`config.mk`:
```
export PLATFORM = sky130hd
export DESIGN_NAME = etch_cursor_ctl
export DESIGN_NICKNAME = d
export VERILOG_FILES = /design/src/rtl/etch_cursor_ctl.sv
export SDC_FILE = /design/constraint.sdc
export NUM_CORES = 1
export LEC_CHECK = 0
export CORE_MARGIN = 3
export CORE_UTILIZATION = 58
export CTS_CLUSTER_DIAMETER = 200
export CTS_CLUSTER_SIZE = 40
export DETAILED_ROUTE_END_ITERATION = 16
export PLACE_DENSITY = 0.84
export SLEW_MARGIN = 30
export SYNTH_ARGS = -nofsm -noshare
export SYNTH_HDL_FRONTEND = slang
export SYNTH_SLANG_ARGS = --single-unit
```
`constraint.sdc`:
```
create_clock -name clk_clk -period 3.92 [get_ports clk_clk]
set_input_delay 0.392 -clock clk_clk [delete_from_list [all_inputs] [get_ports clk_clk]]
set_output_delay 0.392 -clock clk_clk [all_outputs]
set_load 0.005 [all_outputs]
```
`src/rtl/etch_cursor_ctl.sv`:
```
// Etch-a-sketch cursor sequencer: rotary step accumulation, bounded cursor, pixel-write
// handshakes, full-screen erase sweep and X/Y display multiplexing. Optional macro: ETCH_WRAP_EN.
module etch_cursor_ctl #(
    parameter int X_W      = 8,
    parameter int Y_W      = 8,
    parameter int X_MAX    = 159,
    parameter int Y_MAX    = 119,
    parameter int X_HOME   = 80,
    parameter int Y_HOME   = 60,
    parameter int DISP_DIV = 25000000
) (
    input  logic           clk_clk,
    input  logic           reset_reset_n,
    input  logic           x_cw,
    input  logic           x_ccw,
    input  logic           y_cw,
    input  logic           y_ccw,
    input  logic           pen_down,
    input  logic           clear_req,
    output logic           pix_valid,
    input  logic           pix_ready,
    output logic [X_W-1:0] pix_x,
    output logic [Y_W-1:0] pix_y,
    output logic           pix_color,
    output logic [X_W-1:0] cur_x,
    output logic [Y_W-1:0] cur_y,
    output logic           busy,
    output logic           ev_drop,
    output logic           disp_sel,
    output logic [7:0]     disp_val
);

    // pix_valid/pix_ready: a transfer happens on every rising edge where both are 1;
    // while pix_valid is 1 and pix_ready is 0, pix_x/pix_y/pix_color hold stable.
    typedef enum logic [1:0] {S_IDLE, S_WRITE, S_CLEAR} state_t;

`ifdef ETCH_WRAP_EN
    localparam bit WRAP = 1'b1;
`else
    localparam bit WRAP = 1'b0;
`endif

    localparam int DIV_W = (DISP_DIV > 2) ? $clog2(DISP_DIV) : 1;
    localparam logic [X_W-1:0]   LP_X_MAX  = X_W'(X_MAX);
    localparam logic [Y_W-1:0]   LP_Y_MAX  = Y_W'(Y_MAX);
    localparam logic [DIV_W-1:0] LP_DIV_END = DIV_W'(DISP_DIV - 1);
    localparam logic signed [1:0] P1 = 2'sb01;
    localparam logic signed [1:0] M1 = 2'sb11;
    localparam logic signed [1:0] Z0 = 2'sb00;

    state_t           r_state;
    logic [3:0]       r_pend_x, r_pend_y;
    logic             r_clr_pend;
    logic [DIV_W-1:0] r_div;
    logic [X_W-1:0]   r_cur_x, r_pix_x;
    logic [Y_W-1:0]   r_cur_y, r_pix_y;
    logic             r_pix_valid, r_pix_color, r_ev_drop, r_disp_sel;

    logic signed [1:0] w_dx, w_dy, w_tx, w_ty;
    logic signed [4:0] w_sum_x, w_sum_y;
    logic              w_sat_x, w_sat_y, w_take, w_moved;
    logic [3:0]        w_npend_x, w_npend_y;
    logic [X_W-1:0]    w_nx;
    logic [Y_W-1:0]    w_ny;
    logic [31:0]       w_cx32, w_cy32;

    assign w_dx = (x_cw & ~x_ccw) ? P1 : ((x_ccw & ~x_cw) ? M1 : Z0);
    assign w_dy = (y_cw & ~y_ccw) ? P1 : ((y_ccw & ~y_cw) ? M1 : Z0);

    // Takes only happen in IDLE when no erase is waiting; both axes move together.
    assign w_take = (r_state == S_IDLE) && !r_clr_pend && ((r_pend_x != 4'd0) || (r_pend_y != 4'd0));
    assign w_tx = (!w_take || r_pend_x == 4'd0) ? Z0 : (r_pend_x[3] ? M1 : P1);
    assign w_ty = (!w_take || r_pend_y == 4'd0) ? Z0 : (r_pend_y[3] ? M1 : P1);

    // Take always pulls toward zero, so overflow can only come from the new step.
    assign w_sum_x = {r_pend_x[3], r_pend_x} + {{3{w_dx[1]}}, w_dx} - {{3{w_tx[1]}}, w_tx};
    assign w_sum_y = {r_pend_y[3], r_pend_y} + {{3{w_dy[1]}}, w_dy} - {{3{w_ty[1]}}, w_ty};
    assign w_sat_x = (w_sum_x > 5'sd7) || (w_sum_x < -5'sd7);
    assign w_sat_y = (w_sum_y > 5'sd7) || (w_sum_y < -5'sd7);
    assign w_npend_x = w_sat_x ? (w_sum_x[4] ? 4'b1001 : 4'b0111) : w_sum_x[3:0];
    assign w_npend_y = w_sat_y ? (w_sum_y[4] ? 4'b1001 : 4'b0111) : w_sum_y[3:0];

    always_comb begin
        w_nx = r_cur_x;
        w_ny = r_cur_y;
        if (w_tx == P1)
            w_nx = (r_cur_x == LP_X_MAX) ? (WRAP ? '0 : r_cur_x) : r_cur_x + 1'b1;
        else if (w_tx == M1)
            w_nx = (r_cur_x == '0) ? (WRAP ? LP_X_MAX : r_cur_x) : r_cur_x - 1'b1;
        if (w_ty == P1)
            w_ny = (r_cur_y == LP_Y_MAX) ? (WRAP ? '0 : r_cur_y) : r_cur_y + 1'b1;
        else if (w_ty == M1)
            w_ny = (r_cur_y == '0) ? (WRAP ? LP_Y_MAX : r_cur_y) : r_cur_y - 1'b1;
    end

    assign w_moved = (w_nx != r_cur_x) || (w_ny != r_cur_y);

    always_ff @(posedge clk_clk or negedge reset_reset_n) begin
        if (!reset_reset_n) begin
            r_state     <= S_IDLE;
            r_pend_x    <= '0;
            r_pend_y    <= '0;
            r_clr_pend  <= 1'b0;
            r_div       <= '0;
            r_cur_x     <= X_W'(X_HOME);
            r_cur_y     <= Y_W'(Y_HOME);
            r_pix_valid <= 1'b0;
            r_pix_x     <= '0;
            r_pix_y     <= '0;
            r_pix_color <= 1'b0;
            r_ev_drop   <= 1'b0;
            r_disp_sel  <= 1'b0;
        end else begin
            r_pend_x   <= w_npend_x;
            r_pend_y   <= w_npend_y;
            r_ev_drop  <= r_ev_drop | w_sat_x | w_sat_y;
            r_clr_pend <= clear_req | (r_clr_pend & (r_state != S_IDLE));
            if (r_div == LP_DIV_END) begin
                r_div      <= '0;
                r_disp_sel <= ~r_disp_sel;
            end else begin
                r_div <= r_div + 1'b1;
            end

            case (r_state)
                S_IDLE: begin
                    if (r_clr_pend) begin
                        r_state     <= S_CLEAR;
                        r_pix_valid <= 1'b1;
                        r_pix_x     <= '0;
                        r_pix_y     <= '0;
                        r_pix_color <= 1'b0;
                    end else if (w_take) begin
                        r_cur_x <= w_nx;
                        r_cur_y <= w_ny;
                        if (pen_down && w_moved) begin
                            r_state     <= S_WRITE;
                            r_pix_valid <= 1'b1;
                            r_pix_x     <= w_nx;
                            r_pix_y     <= w_ny;
                            r_pix_color <= 1'b1;
                        end
                    end
                end
                S_WRITE: begin
                    if (pix_ready) begin
                        r_state     <= S_IDLE;
                        r_pix_valid <= 1'b0;
                    end
                end
                S_CLEAR: begin
                    if (pix_ready) begin
                        if (r_pix_x == LP_X_MAX && r_pix_y == LP_Y_MAX) begin
                            r_state     <= S_IDLE;
                            r_pix_valid <= 1'b0;
                        end else if (r_pix_x == LP_X_MAX) begin
                            r_pix_x <= '0;
                            r_pix_y <= r_pix_y + 1'b1;
                        end else begin
                            r_pix_x <= r_pix_x + 1'b1;
                        end
                    end
                end
                default: begin
                    r_state     <= S_IDLE;
                    r_pix_valid <= 1'b0;
                end
            endcase
        end
    end

    assign pix_valid = r_pix_valid;
    assign pix_x     = r_pix_x;
    assign pix_y     = r_pix_y;
    assign pix_color = r_pix_color;
    assign cur_x     = r_cur_x;
    assign cur_y     = r_cur_y;
    assign busy      = (r_state != S_IDLE);
    assign ev_drop   = r_ev_drop;
    assign disp_sel  = r_disp_sel;

    assign w_cx32   = 32'(r_cur_x);
    assign w_cy32   = 32'(r_cur_y);
    assign disp_val = r_disp_sel ? w_cy32[7:0] : w_cx32[7:0];

endmodule

```
==> impl_metrics.env <==
export IMPL_r2r_end="ev_drop"
export IMPL_pwr_density_cell_nw_per_um2=471
export IMPL_die_x_um=98.9
export IMPL_io_buffers=53
export IMPL_layout_cells_non_filler=718
export IMPL_postCtsSetupBuffers=0
export IMPL_overflow=0
export IMPL_start_util=0.603
export IMPL_hold_violations=0
export IMPL_cp_slowest_cell="or3_1"
export IMPL_grt_pass1_wl_mm=21.8
export IMPL_first_iter_violations=416
export IMPL_dpl_hpwl_mm=9.41
export IMPL_rows=33
export IMPL_pin_count=54
export IMPL_setup_viol=0
export IMPL_hp_class="input port to asynchronous set/reset pin"
export IMPL_synthArstFlopShare=1.00
export IMPL_final_setup_skew_ns=0.00537
export IMPL_synth_seq_area_share=0.361
export IMPL_grt_use_total=0.273
export IMPL_synth_edff_count=0
export IMPL_min_period_over_period=0.899
export IMPL_ys_warn_count=0
export IMPL_drv_slew=0
export IMPL_max_stage_delay_ns=0.58
export IMPL_cts_tree="built"
export IMPL_cp_endpoint="ev_drop"
export IMPL_core_area_um2=8300
export IMPL_relSlewSlack=0.326
export IMPL_synth_cell_area_um2=5010
export IMPL_r2r_slack_ns=0.39
export IMPL_dp_cells=702
export IMPL_worstMarginPinSlew_ns=1.01
export IMPL_fmax_mhz=284
export IMPL_reg2reg_from="r_state[1]"
export IMPL_avgRoutedWirePerCell_um=18.1
export IMPL_p_leak_nw=2.53
export IMPL_die_area_um2=9780
export IMPL_clk_latency_ns=0.35
export IMPL_path_clk_slew_ns=0.08
export IMPL_ys_types=77
export IMPL_synth_cells=565
export IMPL_dr_pass1_iters=5
export IMPL_ys_dominant_reg_cell="dfrtp_1"
export IMPL_drc=0
export IMPL_synth_area_per_cell_um2=8.86
export IMPL_die_h_um=98.9
export IMPL_drive_above_1_share=0.0914
export IMPL_critPathMostFrequentCell="inv_1"
export IMPL_grt_pass1_vias=4488
export IMPL_cts_root_buf="clkbuf_8"
export IMPL_viasPerCell=6.36
export IMPL_cp_depth=14
export IMPL_ctsResizeCount=0
export IMPL_outcome="finished clean"
export IMPL_rsz0062_at_grt="false"
export IMPL_htreeDepth=3
export IMPL_critPathTopFamily="adder cells"
export IMPL_wl_mm=13.0
export IMPL_max_cap_violations=0
export IMPL_antenna_found_initial=0
export IMPL_min_period_ns=3.53
export IMPL_vdd_drop_max_v=0.000612
export IMPL_num_vias=4564
export IMPL_worstSetupPathType="flip-flop to flip-flop"
export IMPL_critPathLaunch="r_state[1]"
export IMPL_critPathMaxFanout=14
export IMPL_dpl_cell_area_um2=5580
export IMPL_synth_seq_cells=72
export IMPL_worst_ep_arrival_time_ns=3.75
export IMPL_rr_worst_depth=14
export IMPL_worst_setup_path_end_kind="flip-flop"
export IMPL_grt_max_degree=39
export IMPL_fillCellCount=655
export IMPL_ant_nets=0
export IMPL_critPathRequiredTime_ns=4.14
export IMPL_gp_congestion=0.943
export IMPL_diodes=0
export IMPL_path_buf_inv=4
export IMPL_cts_inserted_buffers=9
export IMPL_final_area_um2=5830
export IMPL_cts_path_max_buffers=2
export IMPL_synth_nets=603
export IMPL_finalNetCount=646
export IMPL_cp_cell_sequence="or3_1 -> a21o_1 -> inv_1 -> ha_1 -> inv_1 -> ha_1 -> inv_1 -> fa_1 -> inv_1 -> a21o_1 -> a21oi_1 -> xnor2_1 -> mux2i_1 -> nand3b_1"
export IMPL_finalSetupTns_ns=0
export IMPL_clock_sinks=72
export IMPL_syn_to_final_growth_pct=16.4
export IMPL_cp_start_kind="flip-flop"
export IMPL_ctsHoldBuffers=0
-- layout make-up --
type,instances,area [um2],share of cell area
clock inverter,6,116,0.0200
multi-input combinational,423,2910,0.499
clock buffer,10,128,0.0219
inverter,42,158,0.0271
tap,105,131,0.0225
sequential,72,1810,0.311
timing repair buffer,60,578,0.0992
-- worst reg2reg max path: stages (launching register included) --
cell and delay (ns):
dfrtp_1 0.53, or3_1 0.58, a21o_1 0.24, inv_1 0.09
ha_1 0.23, inv_1 0.06, ha_1 0.16, inv_1 0.06
fa_1 0.39, inv_1 0.07, a21o_1 0.10, a21oi_1 0.07
xnor2_1 0.33, mux2i_1 0.38, nand3b_1 0.11
-- registers in the layout (all words and copies together) (netlist names) --
name and cells:
r_div 25, cur_x 8, cur_y 8, pix_x 8
pix_y 8, r_pend_x 4, r_pend_y 4, r_state 2
disp_sel 1, ev_drop 1, pix_color 1, pix_valid 1
r_clr_pend 1
-- stage by stage --
| step | setup WS (ns) | hold slack, ns | total power, mW | util |
|---|---|---|---|---|
| final | 0.395 | 0.122 | 2.74 | 0.702 |
| after global routing | 0.113 | 0.180 | 2.92 | 0.702 |
| after floorplan | 0.797 | 0.0964 | 1.70 | - |
| after global placement | 0.548 | 0.455 | 1.95 | 0.672 |
| after CTS | 0.424 | 0.147 | 2.75 | 0.702 |
| after detailed placement | 0.438 | 0.457 | 2.01 | 0.672 |
-- report_power, final --
| part | total [mW] | internal, mW | switching [mW] | leakage (nW) |
|---|---|---|---|---|
| combinational | 1.05 | 0.496 | 0.553 | 1.50 |
| clock | 0.735 | 0.428 | 0.307 | 0.121 |
| sequential | 0.959 | 0.842 | 0.116 | 0.911 |
| total | 2.74 | 1.77 | 0.976 | 2.53 |
-- cell usage after synthesis, types with 6 or more instances --
master | instances | area share
a211oi_1 | 6 | 0.0090
clkbuf_1 | 20 | 0.015
nor4_1 | 8 | 0.010
dfrtp_1 | 66 | 0.33
nand2b_1 | 8 | 0.010
inv_1 | 39 | 0.029
nor2_1 | 55 | 0.041
fa_1 | 6 | 0.024
a21oi_1 | 38 | 0.038
and3_1 | 9 | 0.011
nor2b_1 | 7 | 0.0087
ha_1 | 23 | 0.057
nor3_1 | 17 | 0.017
nand3_1 | 30 | 0.030
nand2_1 | 39 | 0.029
xnor2_1 | 18 | 0.031
o21ai_0 | 12 | 0.012
a31oi_1 | 8 | 0.010
a21o_1 | 8 | 0.012
mux2_2 | 7 | 0.016
xor2_1 | 19 | 0.033
nand4_1 | 11 | 0.014
dfstp_2 | 6 | 0.031
-- how the worst min path moves through the flow --
stage	slack (ns)	end	startpoint	cells after the start
global placement	0.46	ev_drop	ev_drop	1
CTS	0.15	r_div[21]	reset_reset_n	1
floorplan	0.1	cur_x[0]	reset_reset_n	0
global route	0.18	pix_x[2]	reset_reset_n	1
finish	0.12	cur_x[3]	reset_reset_n	1
detailed placement	0.46	ev_drop	ev_drop	1
-- kinds of logic after synthesis --
kind of cell	Yosys count	synth area share
AO/OA/AOI/OAI	119	0.167
flip-flops	72	0.361
adder cells (fa/ha/maj)	31	0.0855
AND/OR/NAND/NOR	225	0.239
buffers and inverters	70	0.0587
multiplexers	11	0.0240
XOR/XNOR	37	0.0647
-- layout by cell type, fill, tap and decap left out, types with 5 or more instances in the layout --
cell	instances
clkbuf_8	9
nor3_1	17
inv_1	39
o21ai_0	12
nand3_1	30
a211oi_1	6
nor4_1	8
xor2_1	19
xnor2_1	18
dfstp_2	6
a21oi_1	38
and3_1	9
and4_1	5
mux2_2	7
fa_1	6
nand2_1	39
ha_1	23
a21o_1	8
nor2_1	55
o2bb2ai_1	5
nor2b_1	7
nand2b_1	8
dfrtp_1	66
nand4_1	11
a31oi_1	8
a22oi_1	5
clkdlybuf4s50_1	52
buf_4	7
-- per-layer routing --
| layer | part of all wire | GRT usage | routed length (um) |
|---|---|---|---|
| met3 | 0.072 | 0.0502 | 936 |
| met1 | 0.42 | 0.376 | 5500 |
| met2 | 0.48 | 0.439 | 6220 |
| met5 | 0 | 0 | 0 |
| met4 | 0.024 | 0.0861 | 311 |
(Power assumes the default switching activity.)
